### src/rtl/conv_window_gen.sv
// ---------------------------------------------------------------------------
// conv_window_gen
//   Sliding KxK window generator for the CNN conv layers. It takes a
//   raster-order pixel stream (F columns x H rows per frame) and emits every
//   fully populated KxK window, with no padding, to the MAC array.
//
//   Storage is K-1 line buffers of F pixels each, arranged as a ring. A row
//   pointer selects the oldest buffer, and it rotates at each row wrap, so
//   line data is never copied. A KxK shift register holds the window itself.
//
//   Optional build macro: CONV_WIN_STRIDE2_EN. When it is defined, only
//   windows at even output row/column are emitted, and o_row/o_col report the
//   strided index.
//
// Ports
//   i_clk, i_rst          clock, asynchronous active-high reset
//   i_pixel_data/_valid   input pixel stream
//   o_pixel_ready         a pixel can be taken this cycle
//   o_window              KxK window; element (i,j) at [(i*K+j)*B +: B],
//                         i=0 top (oldest) row, j=0 leftmost column
//   o_window_valid        o_window holds a window
//   i_window_ready        downstream takes the window
//   o_row, o_col          output-space position of the window
//   o_intr                one-cycle pulse after the last pixel of a frame
// ---------------------------------------------------------------------------
module conv_window_gen #(
   parameter int F = 28,
   parameter int H = 28,
   parameter int B = 8,
   parameter int K = 3
) (
   input  logic                  i_clk,
   input  logic                  i_rst,
   input  logic [B-1:0]          i_pixel_data,
   input  logic                  i_pixel_data_valid,
   output logic                  o_pixel_ready,
   output logic [K*K*B-1:0]      o_window,
   output logic                  o_window_valid,
   input  logic                  i_window_ready,
   output logic [$clog2(H)-1:0]  o_row,
   output logic [$clog2(F)-1:0]  o_col,
   output logic                  o_intr
);

   localparam int CW  = $clog2(F);
   localparam int RW  = $clog2(H);
   localparam int NLB = K - 1;
   localparam int PW  = (NLB > 1) ? $clog2(NLB) : 1;

   localparam logic [CW-1:0] C_LAST  = CW'(F - 1);
   localparam logic [CW-1:0] C_FIRST = CW'(K - 1);
   localparam logic [RW-1:0] R_LAST  = RW'(H - 1);
   localparam logic [RW-1:0] R_FIRST = RW'(K - 1);
   localparam logic [PW-1:0] P_LAST  = PW'(NLB - 1);

   // input position counters and line-buffer ring pointer (oldest buffer)
   logic [CW-1:0] c_q, c_d;
   logic [RW-1:0] r_q, r_d;
   logic [PW-1:0] ptr_q, ptr_d;

   // window shift register, packed so that [i][j] lands at (i*K+j)*B
   logic [K-1:0][K-1:0][B-1:0] win_q, win_d;

   logic          win_valid_q, win_valid_d;
   logic [RW-1:0] row_q, row_d;
   logic [CW-1:0] col_q, col_d;
   logic          intr_q, intr_d;

   // line buffers; contents need no reset
   logic [B-1:0]  lb_q [NLB][F];

   logic                 accept;
   logic                 row_wrap;
   logic                 produce;
   logic [RW-1:0]        orow_full;
   logic [CW-1:0]        ocol_full;
   logic [K-1:0][B-1:0]  new_col;
   logic [PW:0]          rd_sum;

   assign o_pixel_ready  = !win_valid_q || i_window_ready;
   assign accept         = i_pixel_data_valid && o_pixel_ready;
   assign row_wrap       = (c_q == C_LAST);
   assign orow_full      = r_q - R_FIRST;
   assign ocol_full      = c_q - C_FIRST;

   // New right column: line buffers at c, oldest to newest, then the incoming
   // pixel. The read happens before this cycle's write into the oldest buffer.
   always_comb begin
      rd_sum = '0;
      for (int i = 0; i < NLB; i++) begin
         rd_sum = {1'b0, ptr_q} + (PW+1)'(i);
         if (rd_sum >= (PW+1)'(NLB)) rd_sum = rd_sum - (PW+1)'(NLB);
         new_col[i] = lb_q[rd_sum[PW-1:0]][c_q];
      end
      new_col[K-1] = i_pixel_data;
   end

`ifdef CONV_WIN_STRIDE2_EN
   assign produce = accept && (r_q >= R_FIRST) && (c_q >= C_FIRST) &&
                    !orow_full[0] && !ocol_full[0];
`else
   assign produce = accept && (r_q >= R_FIRST) && (c_q >= C_FIRST);
`endif

   always_comb begin
      c_d         = c_q;
      r_d         = r_q;
      ptr_d       = ptr_q;
      win_d       = win_q;
      row_d       = row_q;
      col_d       = col_q;
      intr_d      = 1'b0;
      // a new window keeps valid high; otherwise a handshake drops it
      win_valid_d = produce || (win_valid_q && !i_window_ready);

      if (accept) begin
         for (int i = 0; i < K; i++) begin
            for (int j = 0; j < K - 1; j++) win_d[i][j] = win_q[i][j+1];
            win_d[i][K-1] = new_col[i];
         end

         if (row_wrap) begin
            c_d = '0;
            // the buffer just written becomes the newest row
            ptr_d = (ptr_q == P_LAST) ? '0 : ptr_q + PW'(1);
            if (r_q == R_LAST) begin
               r_d    = '0;
               intr_d = 1'b1;
            end else begin
               r_d = r_q + RW'(1);
            end
         end else begin
            c_d = c_q + CW'(1);
         end
      end

      if (produce) begin
`ifdef CONV_WIN_STRIDE2_EN
         row_d = orow_full >> 1;
         col_d = ocol_full >> 1;
`else
         row_d = orow_full;
         col_d = ocol_full;
`endif
      end
   end

   always_ff @(posedge i_clk or posedge i_rst) begin
      if (i_rst) begin
         c_q         <= '0;
         r_q         <= '0;
         ptr_q       <= '0;
         win_q       <= '0;
         win_valid_q <= 1'b0;
         row_q       <= '0;
         col_q       <= '0;
         intr_q      <= 1'b0;
      end else begin
         c_q         <= c_d;
         r_q         <= r_d;
         ptr_q       <= ptr_d;
         win_q       <= win_d;
         win_valid_q <= win_valid_d;
         row_q       <= row_d;
         col_q       <= col_d;
         intr_q      <= intr_d;
      end
   end

   // the incoming pixel replaces the oldest row at column c
   always_ff @(posedge i_clk) begin
      if (accept) lb_q[ptr_q][c_q] <= i_pixel_data;
   end

   assign o_window       = win_q;
   assign o_window_valid = win_valid_q;
   assign o_row          = row_q;
   assign o_col          = col_q;
   assign o_intr         = intr_q;

endmodule

### config.mk
export PLATFORM = sky130hd
export DESIGN_NAME = conv_window_gen
export DESIGN_NICKNAME = d
export VERILOG_FILES = /design/src/rtl/conv_window_gen.sv
export SDC_FILE = /design/constraint.sdc
export NUM_CORES = 1
export LEC_CHECK = 0
export CAP_MARGIN = 5
export CORE_MARGIN = 8
export CORE_UTILIZATION = 35
export DETAILED_ROUTE_END_ITERATION = 10
export DONT_BUFFER_PORTS = 1
export PLACE_DENSITY = 0.48
export RECOVER_POWER = 100
export SETUP_SLACK_MARGIN = 0.5
export SYNTH_ARGS = -nofsm -noshare
export SYNTH_HDL_FRONTEND = slang
export SYNTH_SLANG_ARGS = --single-unit
### constraint.sdc
create_clock -name i_clk -period 3.85 [get_ports i_clk]
set_clock_uncertainty 0.1 [all_clocks]
set_input_delay 0.9625 -clock i_clk [delete_from_list [all_inputs] [get_ports i_clk]]
set_output_delay 0.9625 -clock i_clk [all_outputs]
set_load 0.05 [all_outputs]
Word-level counts from Yosys, hierarchy flattened. Memories as Yosys holds them, arrays and structs flattened. Index checks and enable logic that the tools add are counted.

Output and inout port bits: 85. Input port bits: 12. Flip-flop bits (word level): 95. Memories kept: 1. RAM bits: 448. Word-level logic and storage cells: 62.

Reductions and logical operators: 10. Magnitude comparators: 6. Equality and inequality tests: 2. Mux-type cells: 18. Add/sub/neg operators: 8. Bitwise gates (word level): 1.

Memory list: lb_q (words 2, width 224, read ports 2, clocked after Yosys merged registers in 0, wr ports 1, line 70) `logic [B-1:0] lb_q [NLB][F];`.

Operator list (count): two-way mux 224 bit (1); binary-select mux 8 bit (select 5 bit) (2); demux 8 bit (select 5 bit) (1); two-way mux 8 bit (5); adder 5 x 1 -> 5 bit, second input constant (2); == test 5 bit, second input constant (2); greater-or-equal comparator 5 x 2 -> 1 bit, second input constant (2); two-way mux 5 bit (2); subtractor 5 x 2 -> 5 bit, second input constant (2); two-way mux 1 bit (7); greater-or-equal comparator 6 bit, second input constant (1); less-than comparator 6 x 1 -> 1 bit, second input constant (1); inverter 5 -> 6 bit (1); logical AND 1 bit (5); adder 1 x 1 -> 2 bit, second input constant (1); greater-or-equal comparator 1 x 2 -> 1 bit, second input constant (1); greater-or-equal comparator 2 bit, second input constant (1); logical NOT 1 bit (2); logical OR 1 bit (2); AND reduction 2 bit (1); subtractor 1 bit, second input constant (2); adder 1 bit, second input constant (1).

Longest topological paths before layout. An unclocked memory read counts as a cell.

Depth after elaboration: 7. Mapped depth: 10. Depth with buffers taken out: 7.

Least setup slack after synthesis. Ideal clock, no wire load.

Path kind: input to register. From: input port i_window_ready. To: memory lb_q[1][152] (netlist name), enable pin. Data required time: 3380 ps. Buffers on the path: 2. Stages on the path: 6. Slack: 680 ps. Data arrival time: 2700 ps. Library setup time: 370 ps. Path through: nand2b_1 > and2_1 > buf_2 > clkbuf_1 > nand3_1 > nor2_1.

Cells in the longest elaborated chain, start to end: 4.

Ends and longest elaborated chain: start: declaration (line 39) `input logic i_window_ready,`; logical OR 1 bit (line 80) `assign o_pixel_ready = !win_valid_q || i_window_ready;`; logical AND 1 bit (line 81) `assign accept = i_pixel_data_valid && o_pixel_ready;`; two-way mux 1 bit (line 172) `if (accept) lb_q[ptr_q][c_q] <= i_pixel_data;`; two-way mux 224 bit (not written as such) (line 172); end: declaration (line 70).

No other way between the ends.

Worst setup path in the final report.
From: register c_q[1]. To: register win_q, in the netlist o_window[22].

Cells in the longest elaborated chain, start to end: 4.

Ends and longest elaborated chain: start: declaration (line 57) `logic [CW-1:0] c_q, c_d;`; start signal: assignment (line 150) `c_q <= '0;`; start signal: assignment (line 159) `c_q <= c_d;`; inverter 5 -> 6 bit (not written as such) (line 93) `new_col[i] = lb_q[rd_sum[PW-1:0]][c_q];`; binary-select mux 8 bit (select 5 bit) (line 93); two-way mux 8 bit (not written as such) (2 in series) (line 93); end signal: assignment (line 162) `win_q <= win_d;`; end: declaration (line 62) `logic [K-1:0][K-1:0][B-1:0] win_q, win_d;`.

No other way between the ends. The select of a mux whose other input is x is not followed. A chain may end at the register's enable or synchronous reset.

==> flow_metrics.env <==
export IMPL_power_leakage_nw=10.2
export IMPL_synth_area_sq_mm=0.0252
export IMPL_synthMuxAreaShare_pct=19.4
export IMPL_fmax_mhz=292
export IMPL_yosys_most_used_dff="edfxtp_1"
export IMPL_hold_buffers=0
export IMPL_hold_violations=0
export IMPL_design_core_area_sq_mm=0.0714
export IMPL_grt_util_met1_pct=24.2
export IMPL_setup_slack_ns=0.421
export IMPL_startpoint_type="flop"
export IMPL_status="finished, violations left"
export IMPL_pin_count=97
export IMPL_setup_viol=0
export IMPL_vias_per_cell=5.48
export IMPL_dp_hpwl_mm=49.3
export IMPL_path_max_fanout=31
export IMPL_die_area_sq_mm=0.0809
export IMPL_tritoncts="built"
export IMPL_regArea_sq_mm=0.0158
export IMPL_rows=98
export IMPL_wl_mm=73.8
export IMPL_drv_cap=2
export IMPL_cts_sinks=543
export IMPL_synth_top_area_share_pct=53.3
export IMPL_grt_pass1_wl_mm=108
export IMPL_synth_xor_area_share_pct=0.313
export IMPL_antenna_left=0
export IMPL_synth_area_leaders="edfxtp_1 (53%), mux2i_1 (12%), dfrtp_1 (9.4%)"
export IMPL_fin_crit_sh_pct=89.1
export IMPL_cts_repair_resized=0
export IMPL_grt_ovfl_total=0
export IMPL_synth_fa_ha_area_share_pct=0.496
export IMPL_yosysWarnings=0
export IMPL_cts_made_buffers=58
export IMPL_vias=15400
export IMPL_synth_edf_count=448
export IMPL_drive_above_1_share_pct=11.9
export IMPL_path_clk_slew_ns=0.06
export IMPL_multi_input_area_sq_mm=0.00860
export IMPL_grtUsageMet3_pct=4.25
export IMPL_root_buffer="clkbuf_16"
export IMPL_synth_seq_cells=543
export IMPL_avgSynthCellArea_sq_um=14.2
export IMPL_post_cts_buffers=0
export IMPL_synthesis_nets=1796
export IMPL_synth_commonest_cells="edfxtp_1 (448), mux2i_1 (309), nand2_1 (241), dfrtp_1 (95), a22oi_1 (92)"
export IMPL_busiest_layer="met2"
export IMPL_htree_num_levels=2
export IMPL_dr_pass1_iters=5
export IMPL_routabilityCongestion=0.818
export IMPL_yosysTopAreaCell="edfxtp_1"
export IMPL_yosysSeqAreaShare_pct=62.8
export IMPL_violations="max-capacitance violations, max-slew violations"
export IMPL_synth_simple_gate_area_share_pct=7.02
export IMPL_syn_to_final_growth_pct=12.2
export IMPL_grt_pass1_vias=15400
export IMPL_critPathKind="flop to flop"
export IMPL_ir_drop_mv=0.524
export IMPL_fillers=6737
export IMPL_wl_per_cell_um=26.3
export IMPL_final_util_pct=39.7
export IMPL_fin_nets=1832
export IMPL_dp_slack_ns=0.577
export IMPL_yosysMostFrequentCell="edfxtp_1"
export IMPL_grt_use_total_pct=17.8
export IMPL_drv_slew=37
export IMPL_fin_tns_setup_ns=0
export IMPL_grt_max_degree=76
export IMPL_cp_required_ns=4.25
export IMPL_antenna_found_initial=1
export IMPL_start_util_pct=35.3
export IMPL_power_density_mw_per_mm2=799
export IMPL_synthDistinctLibCells=46
export IMPL_total_power_w=0.0226
export IMPL_die_height_um=284
export IMPL_fp_dieW_um=284
export IMPL_cp_data_arrival_time_ns=3.83
export IMPL_port_buffers=0
export IMPL_clock_path_buffers=3
export IMPL_max_slew_margin_rel_pct=-27.0
export IMPL_worst_pin_slew_ns=1.90
export IMPL_synth_top_family_by_area="multiplexers"
export IMPL_synthCells=1774
export IMPL_synth_compound_area_share_pct=6.79
export IMPL_grtUsageMet2_pct=27.8
export IMPL_rsz0062_at_grt="no"
export IMPL_drc=0
export IMPL_clk_latency_ns=0.61
export IMPL_fin_crit_ns=3.43
export IMPL_worst_setup_path_end_kind="flop"
export IMPL_drt_iter0_markers=1155
export IMPL_async_flop_share_pct=17.5
export IMPL_hp_class="input port to flop"
==> registers in the layout, summed over array words and instances, names as in the netlist <==
| register | count |
|---|---|
| c_q | 5 |
| lb_q | 448 |
| r_q | 5 |
| o_col | 5 |
| o_intr | 1 |
| o_window_valid | 1 |
| o_window | 72 |
| o_row | 5 |
| ptr_q | 1 |
==> critical path: stages (launching register included) <==
cell,delay [ns]
dfrtp_4,0.76
and2_1,1.06
buf_12,0.24
buf_4,0.22
a22oi_1,0.09
nand3_1,0.18
nand4_1,0.33
o22a_1,0.28
==> stage by stage <==
| stage | cells | hold slack, ns | cell area, sq um |
|---|---|---|---|
| after floorplan | 1774 | 0.413 | 25200 |
| after detailed placement | 2700 | 0.478 | 26600 |
| final | 2810 | 0.345 | 28300 |
| after CTS | 2809 | 0.230 | 28600 |
| after global routing | 2809 | 0.309 | 28300 |
| after global placement | 2700 | 0.472 | 26600 |
==> worst paths after layout <==
path,from,to,slack [ns],cells after the start
max,c_q[1]$_DFFE_PP0N_,o_window[22]$_DFFE_PP0N_,0.42,7
min,i_pixel_data[4],lb_q[0][204]$_DFFE_PP_,0.35,0
max reg2reg,c_q[1]$_DFFE_PP0N_,o_window[22]$_DFFE_PP0N_,0.42,7
min reg2reg,r_q[2]$_DFFE_PP0P_,r_q[2]$_DFFE_PP0P_,0.49,1
max in group asynchronous,i_rst,o_window[54]$_DFFE_PP0N_,0.83,2
min in group asynchronous,i_rst,o_window[18]$_DFFE_PP0N_,0.47,1
==> metal layers <==
layer | up-vias | part of all wire, %
met5 | - | 0
met4 | 0 | 3.4
met3 | 117 | 6.4
met2 | 399 | 46
met1 | 7967 | 45
li1 | 6916 | -
==> power by group <==
| group | internal, W | leakage [nW] | switching, W |
|---|---|---|---|
| Clock | 0.00340 | 0.960 | 0.00234 |
| Combinational | 0.00308 | 4.09 | 0.00474 |
| Sequential | 0.00694 | 5.18 | 0.00211 |
==> cell families after synthesis <==
logic type      after synthesis
flops                       543
mux                         395
compound gates              252
xor+xnor                      9
simple gates                425
buf+inv                     140
fa+ha+maj                    10
==> layout by cell type, fill, tap and decap left out, types with 10 or more instances in the layout <==
master / count
a221oi_1: 15
o21ai_0: 27
clkbuf_1: 77
mux4_2: 67
a22oi_1: 92
nor2_1: 80
mux2i_1: 309
ha_1: 10
mux2_2: 13
a21oi_1: 71
clkbuf_16: 62
nand2_1: 241
dfrtp_1: 93
edfxtp_1: 448
nand3_1: 72
buf_4: 33
==> cell type report <==
class / instances / area share, %
antenna: 1 / 0.00884
multi-input combinational: 1091 / 30.4
tap: 950 / 4.20
timing repair buffer: 106 / 2.36
inverter: 10 / 0.137
sequential: 543 / 55.9
clock buffer: 83 / 5.98
clock inverter: 26 / 0.977
Note: power is estimated with default switching activity, not from simulation.
